File: src/rtl/ps2_host_tx_pkg.sv
// Shared PS/2 definitions: transmitter FSM states, command/response bytes, parity helper.
package ps2_host_tx_pkg;

    typedef enum logic [2:0] {
        StIdle,
        StInhibit,
        StReq,
        StData,
        StStop,
        StAck,
        StWaitIdle
    } ps2_tx_state_e;

    localparam logic [7:0] CmdReset   = 8'hFF;
    localparam logic [7:0] CmdEnable  = 8'hF4;
    localparam logic [7:0] CmdSetRate = 8'hF3;
    localparam logic [7:0] RspAck     = 8'hFA;

    // Parity bit that makes the 9-bit {parity, data} word contain an odd number of ones.
    function automatic logic odd_parity(input logic [7:0] data);
        return ~^data;
    endfunction

endpackage

File: src/rtl/ps2_line_sync.sv
// Synchroniser for the PS/2 clock and data pins plus a one-cycle falling-edge strobe on clock.
// Shared by the host transmitter and the mouse receiver; SyncStages must be at least 2.
module ps2_line_sync #(
    parameter int unsigned SyncStages = 2
) (
    input  logic clk_i,
    input  logic rst_i,
    input  logic ps2_clk_i,
    input  logic ps2_data_i,
    output logic clk_s_o,
    output logic data_s_o,
    output logic clk_fall_o
);

    logic [SyncStages-1:0] clk_sync_q;
    logic [SyncStages-1:0] data_sync_q;
    logic                  clk_prev_q;

    // Reset to the idle (released, pulled-up) level so no false fall appears after reset.
    always_ff @(posedge clk_i) begin
        if (rst_i) begin
            clk_sync_q  <= '1;
            data_sync_q <= '1;
            clk_prev_q  <= 1'b1;
        end else begin
            clk_sync_q  <= {clk_sync_q[SyncStages-2:0], ps2_clk_i};
            data_sync_q <= {data_sync_q[SyncStages-2:0], ps2_data_i};
            clk_prev_q  <= clk_sync_q[SyncStages-1];
        end
    end

    assign clk_s_o    = clk_sync_q[SyncStages-1];
    assign data_s_o   = data_sync_q[SyncStages-1];
    assign clk_fall_o = clk_prev_q & ~clk_sync_q[SyncStages-1];

endmodule

File: src/rtl/ps2_host_tx.sv
// PS/2 host-to-device transmitter: inhibit, request-to-send, 8 data + odd parity + stop,
// then device ACK check. Drives the open-drain lines through active-high output enables.
module ps2_host_tx
    import ps2_host_tx_pkg::*;
#(
    parameter int unsigned INHIBIT_CYCLES = 12_000,
    parameter int unsigned TIMEOUT_CYCLES = 2_000_000,
    parameter int unsigned SYNC_STAGES    = 2
) (
    input  logic       clock_100Mhz,
    input  logic       reset,
    input  logic       tx_valid,
    input  logic [7:0] tx_data,
    output logic       tx_ready,
    input  logic       ps2_clk_in,
    input  logic       ps2_data_in,
    output logic       ps2_clk_oe,
    output logic       ps2_data_oe,
    output logic       busy,
    output logic       tx_done,
    output logic       tx_ack_err,
    output logic       tx_timeout
);

    localparam int unsigned InhW = (INHIBIT_CYCLES > 2) ? $clog2(INHIBIT_CYCLES) : 1;
    localparam int unsigned ToW  = $clog2(TIMEOUT_CYCLES + 1);
    localparam logic [InhW-1:0] InhLast = InhW'(INHIBIT_CYCLES - 1);
    localparam logic [ToW-1:0]  ToLast  = ToW'(TIMEOUT_CYCLES);

    ps2_tx_state_e   state_q, state_d;
    logic [8:0]      shreg_q, shreg_d;
    logic [3:0]      bitcnt_q, bitcnt_d;
    logic [InhW-1:0] inh_cnt_q, inh_cnt_d;
    logic [ToW-1:0]  to_cnt_q, to_cnt_d;
    logic            clk_oe_q, clk_oe_d;
    logic            data_oe_q, data_oe_d;
    logic            done, ack_err, timeout, to_run;
    logic            clk_s, data_s, fall;

    ps2_line_sync #(
        .SyncStages(SYNC_STAGES)
    ) u_line_sync (
        .clk_i      (clock_100Mhz),
        .rst_i      (reset),
        .ps2_clk_i  (ps2_clk_in),
        .ps2_data_i (ps2_data_in),
        .clk_s_o    (clk_s),
        .data_s_o   (data_s),
        .clk_fall_o (fall)
    );

    always_comb begin
        state_d   = state_q;
        shreg_d   = shreg_q;
        bitcnt_d  = bitcnt_q;
        inh_cnt_d = inh_cnt_q;
        clk_oe_d  = clk_oe_q;
        data_oe_d = data_oe_q;
        done      = 1'b0;
        ack_err   = 1'b0;
        timeout   = 1'b0;
        to_run    = 1'b0;

        unique case (state_q)
            StIdle: begin
                if (tx_valid) begin
                    state_d   = StInhibit;
                    shreg_d   = {odd_parity(tx_data), tx_data};
                    bitcnt_d  = 4'd0;
                    inh_cnt_d = '0;
                    clk_oe_d  = 1'b1;
                    data_oe_d = (INHIBIT_CYCLES == 1);
                end
            end
            StInhibit: begin
                if (inh_cnt_q == InhLast) begin
                    state_d   = StReq;
                    clk_oe_d  = 1'b0;
                    data_oe_d = 1'b1;
                end else begin
                    inh_cnt_d = inh_cnt_q + InhW'(1);
                    // Data goes low in the final inhibit cycle, ahead of the clock release.
                    data_oe_d = (inh_cnt_q + InhW'(1) == InhLast);
                end
            end
            StReq, StData: begin
                to_run = 1'b1;
                if (fall) begin
                    data_oe_d = ~shreg_q[0];
                    shreg_d   = {1'b0, shreg_q[8:1]};
                    bitcnt_d  = bitcnt_q + 4'd1;
                    state_d   = (bitcnt_q == 4'd8) ? StStop : StData;
                end
            end
            StStop: begin
                to_run = 1'b1;
                if (fall) begin
                    data_oe_d = 1'b0;
                    state_d   = StAck;
                end
            end
            StAck: begin
                to_run = 1'b1;
                if (fall) begin
                    if (!data_s) begin
                        state_d = StWaitIdle;
                    end else begin
                        ack_err = 1'b1;
                        state_d = StIdle;
                    end
                end
            end
            StWaitIdle: begin
                to_run = 1'b1;
                if (clk_s && data_s) begin
                    done    = 1'b1;
                    state_d = StIdle;
                end
            end
            default: state_d = StIdle;
        endcase

        // A silent device overrides whatever the state logic decided this cycle.
        if (to_run && to_cnt_q == ToLast) begin
            state_d   = StIdle;
            clk_oe_d  = 1'b0;
            data_oe_d = 1'b0;
            timeout   = 1'b1;
            done      = 1'b0;
            ack_err   = 1'b0;
        end

        if (state_d != state_q || fall || !to_run) begin
            to_cnt_d = '0;
        end else begin
            to_cnt_d = to_cnt_q + ToW'(1);
        end
    end

    always_ff @(posedge clock_100Mhz) begin
        if (reset) begin
            state_q   <= StIdle;
            shreg_q   <= '0;
            bitcnt_q  <= '0;
            inh_cnt_q <= '0;
            to_cnt_q  <= '0;
            clk_oe_q  <= 1'b0;
            data_oe_q <= 1'b0;
        end else begin
            state_q   <= state_d;
            shreg_q   <= shreg_d;
            bitcnt_q  <= bitcnt_d;
            inh_cnt_q <= inh_cnt_d;
            to_cnt_q  <= to_cnt_d;
            clk_oe_q  <= clk_oe_d;
            data_oe_q <= data_oe_d;
        end
    end

    assign tx_ready    = (state_q == StIdle);
    assign busy        = (state_q != StIdle);
    assign ps2_clk_oe  = clk_oe_q;
    assign ps2_data_oe = data_oe_q;
    assign tx_done     = done & ~reset;
    assign tx_ack_err  = ack_err & ~reset;
    assign tx_timeout  = timeout & ~reset;

endmodule

File: config.mk
export PLATFORM = sky130hd
export DESIGN_NAME = ps2_host_tx
export DESIGN_NICKNAME = d
export VERILOG_FILES = /design/src/rtl/ps2_host_tx_pkg.sv /design/src/rtl/ps2_line_sync.sv /design/src/rtl/ps2_host_tx.sv
export SDC_FILE = /design/constraint.sdc
export NUM_CORES = 1
export LEC_CHECK = 0
export ABC_AREA = 1
export BUFFER_PORTS_ARGS = -buffer_cell sky130_fd_sc_hd__buf_2
export CORE_UTILIZATION = 50
export DETAILED_ROUTE_END_ITERATION = 10
export PLACE_DENSITY = 0.72
export SYNTH_ARGS = -nofsm -noshare
export SYNTH_HDL_FRONTEND = slang
export SYNTH_SLANG_ARGS = --single-unit
File: constraint.sdc
create_clock -name clock_100Mhz -period 4.9 [get_ports clock_100Mhz]
set_input_delay 0.98 -clock clock_100Mhz [delete_from_list [all_inputs] [get_ports clock_100Mhz]]
set_output_delay 0.98 -clock clock_100Mhz [all_outputs]
set_load 0.01 [all_outputs]
==> results_dict.tcl <==
set metrics [dict create \
    place.gp.congestion 0.840 \
    status "finished, final reports clean" \
    cts.clk_slew.worst_paths_ns 0.06 \
    ys_ff_latch 58 \
    cts.path.max_buffers 2 \
    hold_class "register to register" \
    port-buffer-count 19 \
    rsz0062_at_grt "false" \
    finalClockSkew_ns 0.00921 \
    ctsRootBufferMaster "clkbuf_8" \
    ant_nets 0 \
    max_stage_delay_ns 0.34 \
    cp_top_family "buffers and inverters" \
    boundaryPins 20 \
    setup_viol 0 \
    track_usage 0.206 \
    syn_inst 470 \
    routed_wl_um 6500 \
    clock-sinks 58 \
    p_seq_frac 0.531 \
    via_per_inst 5.15 \
    yosysMostFrequentCell "nand2_1" \
    die_w_um 82.8 \
    finalCriticalPeriod_ns 3.08 \
    clkLatencyLatePin_ns 0.32 \
    path_class "input pin to output port" \
    worst_ep_arrival_time_ns 2.10 \
    synth_edf_count 0 \
    startpoint_type "input pin" \
    die_h_um 82.8 \
    power_frac_comb 0.071 \
    p_per_area_mw_per_mm2 264 \
    finalMaxSlewViolations 0 \
    final_hold_viol_count 0 \
    critPathBufInv 3 \
    cts_max_level 3 \
    period_share 0.628 \
    power_switching_uw 240 \
    nets 506 \
    worst_pin_slew_ns 0.790 \
    cap_violations 0 \
    diodes 0 \
    grt_start_max_net_pins 26 \
    synth.distinct_cells 33 \
    fmax_mhz 325 \
    num_vias 2928 \
    dp_hpwl_um 4710 \
    fp-row-count 29 \
    layout-drive-gt1-share 0.154 \
    synth_top_cell_area_share 0.356 \
    place_ws_ns 1.79 \
    overflow 0 \
    switching_share 0.258 \
    initial_core_util 0.517 \
    ctsResizeCount 0 \
    dominantRegCellSynth "dfxtp_1" \
    yosysWarnings 0 \
    fin_tns_setup_ns 0 \
    synthArstFlopShare 0 \
    cts_tree "built" \
    grt_pass1_vias 2577 \
    drtPass1Iterations 5 \
    cp-end-kind "output port" \
    drc 0 \
    post-cts-setup-buffer-count 0 \
    grt_pass1_wl_um 10800 \
    p_int_uw 691 \
    required_ns 3.92 \
    path_common_cell "buf_2" \
    ir_drop_mv 0.173 \
    cp_slowest_cell "inv_1" \
    core_mm2 0.00631 \
    path_cells "buf_2 > inv_1 > nand2_1 > nor4_1 > buf_2" \
    clkPwrFrac 0.398 \
    wl_per_cell_um 11.4 \
    area_delta_synth_final_pct 8.09 \
    synth_common_cells "nand2_1 (118), dfxtp_1 (58), inv_1 (53), nor2_1 (47), nand3_1 (26)" \
    yosysSeqAreaShare 0.356 \
    fillers 606 \
    synth_area_leaders "dfxtp_1 (36%), nand2_1 (14%), inv_1 (6.1%), nor2_1 (5.4%), xor2_1 (5.4%)" \
    antenna_found_initial 0 \
    numCtsBuffers 9 \
    slew_headroom 0.473 \
    die_area_mm2 0.00685 \
    setup_ws_ns 1.82 \
    crit_path_max_fanout 25 \
    drt_iter0_drc 158 \
    synth_area_leader_cell "dfxtp_1" \
    syn-cell-area_mm2 0.00326 \
    syn-num-nets 489 \
    cts_hold_buf 0 \
    p_leak_uw 0.00134 \
    syn_area_per_cell_um2 6.94 \
]
-- sequential cells by signal, indices dropped and copies added, names as in the netlist --
register / cells
ps2_data_oe: 1
shreg_q: 9
bitcnt_q: 4
state_q: 3
inh_cnt_q: 14
u_line_sync.clk_sync_q: 2
to_cnt_q: 21
u_line_sync.data_sync_q: 2
u_line_sync.clk_prev_q: 1
ps2_clk_oe: 1
-- power by group through the flow --
stage | registers [µW] | logic [µW] | clock network (µW)
global route | 495 | 76.0 | 403
finish | 494 | 66.5 | 370
CTS | 493 | 66.9 | 380
detailed placement | 504 | 66.6 | 0
floorplan | 501 | 51.1 | 0
global placement | 504 | 65.2 | 0
-- final cells by class --
type	count	area, µm²	area share
Clock inverter	5	31.3	0.00887
Tap cell	77	96.3	0.0273
Multi-Input combinational cell	341	1790	0.509
Timing Repair Buffer	19	95.1	0.0270
Clock buffer	11	131	0.0373
Sequential cell	58	1160	0.329
Inverter	58	218	0.0617
-- layer usage --
metal  track usage  wire length (µm)  vias up
met5             0                 0        -
met3        0.0514               205        2
li1              -                 -     1532
met4        0.0707                24        0
met2         0.344              3180       43
met1         0.257              3090     1351
-- metrics by stage --
| stage | power, µW | hold WS, ns | util | area (µm²) | cells |
|---|---|---|---|---|---|
| floorplan | 552 | 0.389 | - | 3260 | 470 |
| global placement | 569 | 0.394 | 0.533 | 3360 | 553 |
| detailed placement | 571 | 0.397 | 0.533 | 3360 | 553 |
| CTS | 940 | 0.413 | 0.558 | 3530 | 569 |
| global route | 974 | 0.450 | 0.558 | 3530 | 569 |
| finish | 930 | 0.411 | 0.558 | 3530 | 569 |
-- layout by cell type (no fill, tap or decap), types with 2 or more instances in the layout --
| cell | n |
|---|---|
| a21oi_1 | 21 |
| a21oi_2 | 2 |
| a31oi_1 | 8 |
| buf_2 | 19 |
| clkbuf_1 | 2 |
| clkbuf_8 | 9 |
| clkinv_2 | 3 |
| dfxtp_1 | 58 |
| ha_1 | 6 |
| inv_1 | 53 |
| inv_2 | 4 |
| nand2_1 | 118 |
| nand2_2 | 3 |
| nand3_1 | 26 |
| nand3_2 | 3 |
| nand4_1 | 20 |
| nor2_1 | 47 |
| nor2_2 | 21 |
| nor3_1 | 10 |
| o211ai_1 | 2 |
| o21ai_0 | 12 |
| or2_2 | 5 |
| xnor2_1 | 8 |
| xor2_1 | 20 |
-- worst paths after layout --
kind / cells past startpoint / from / to / slack, ns
setup / recovery: 5 / reset / tx_done / 1.82
hold / removal: 1 / u_line_sync.clk_sync_q[0] / u_line_sync.clk_sync_q[1] / 0.41
setup reg to reg: 9 / inh_cnt_q[0] / to_cnt_q[7] / 2.53
hold reg to reg: 1 / u_line_sync.clk_sync_q[0] / u_line_sync.clk_sync_q[1] / 0.41
-- logic make-up (layout without fill, tap and decap cells) --
group | count (synthesis) | count (layout) | synth area share
xor gates and xnor gates | 28 | 28 | 0.0752
AOI/OAI and AO/OA | 47 | 47 | 0.0802
adders and majority gates | 6 | 6 | 0.0230
DFF | 58 | 58 | 0.356
buffers and inverters | 71 | 93 | 0.0944
and+or+nand+nor | 260 | 260 | 0.371
Power figures use the tool's default switching activity.
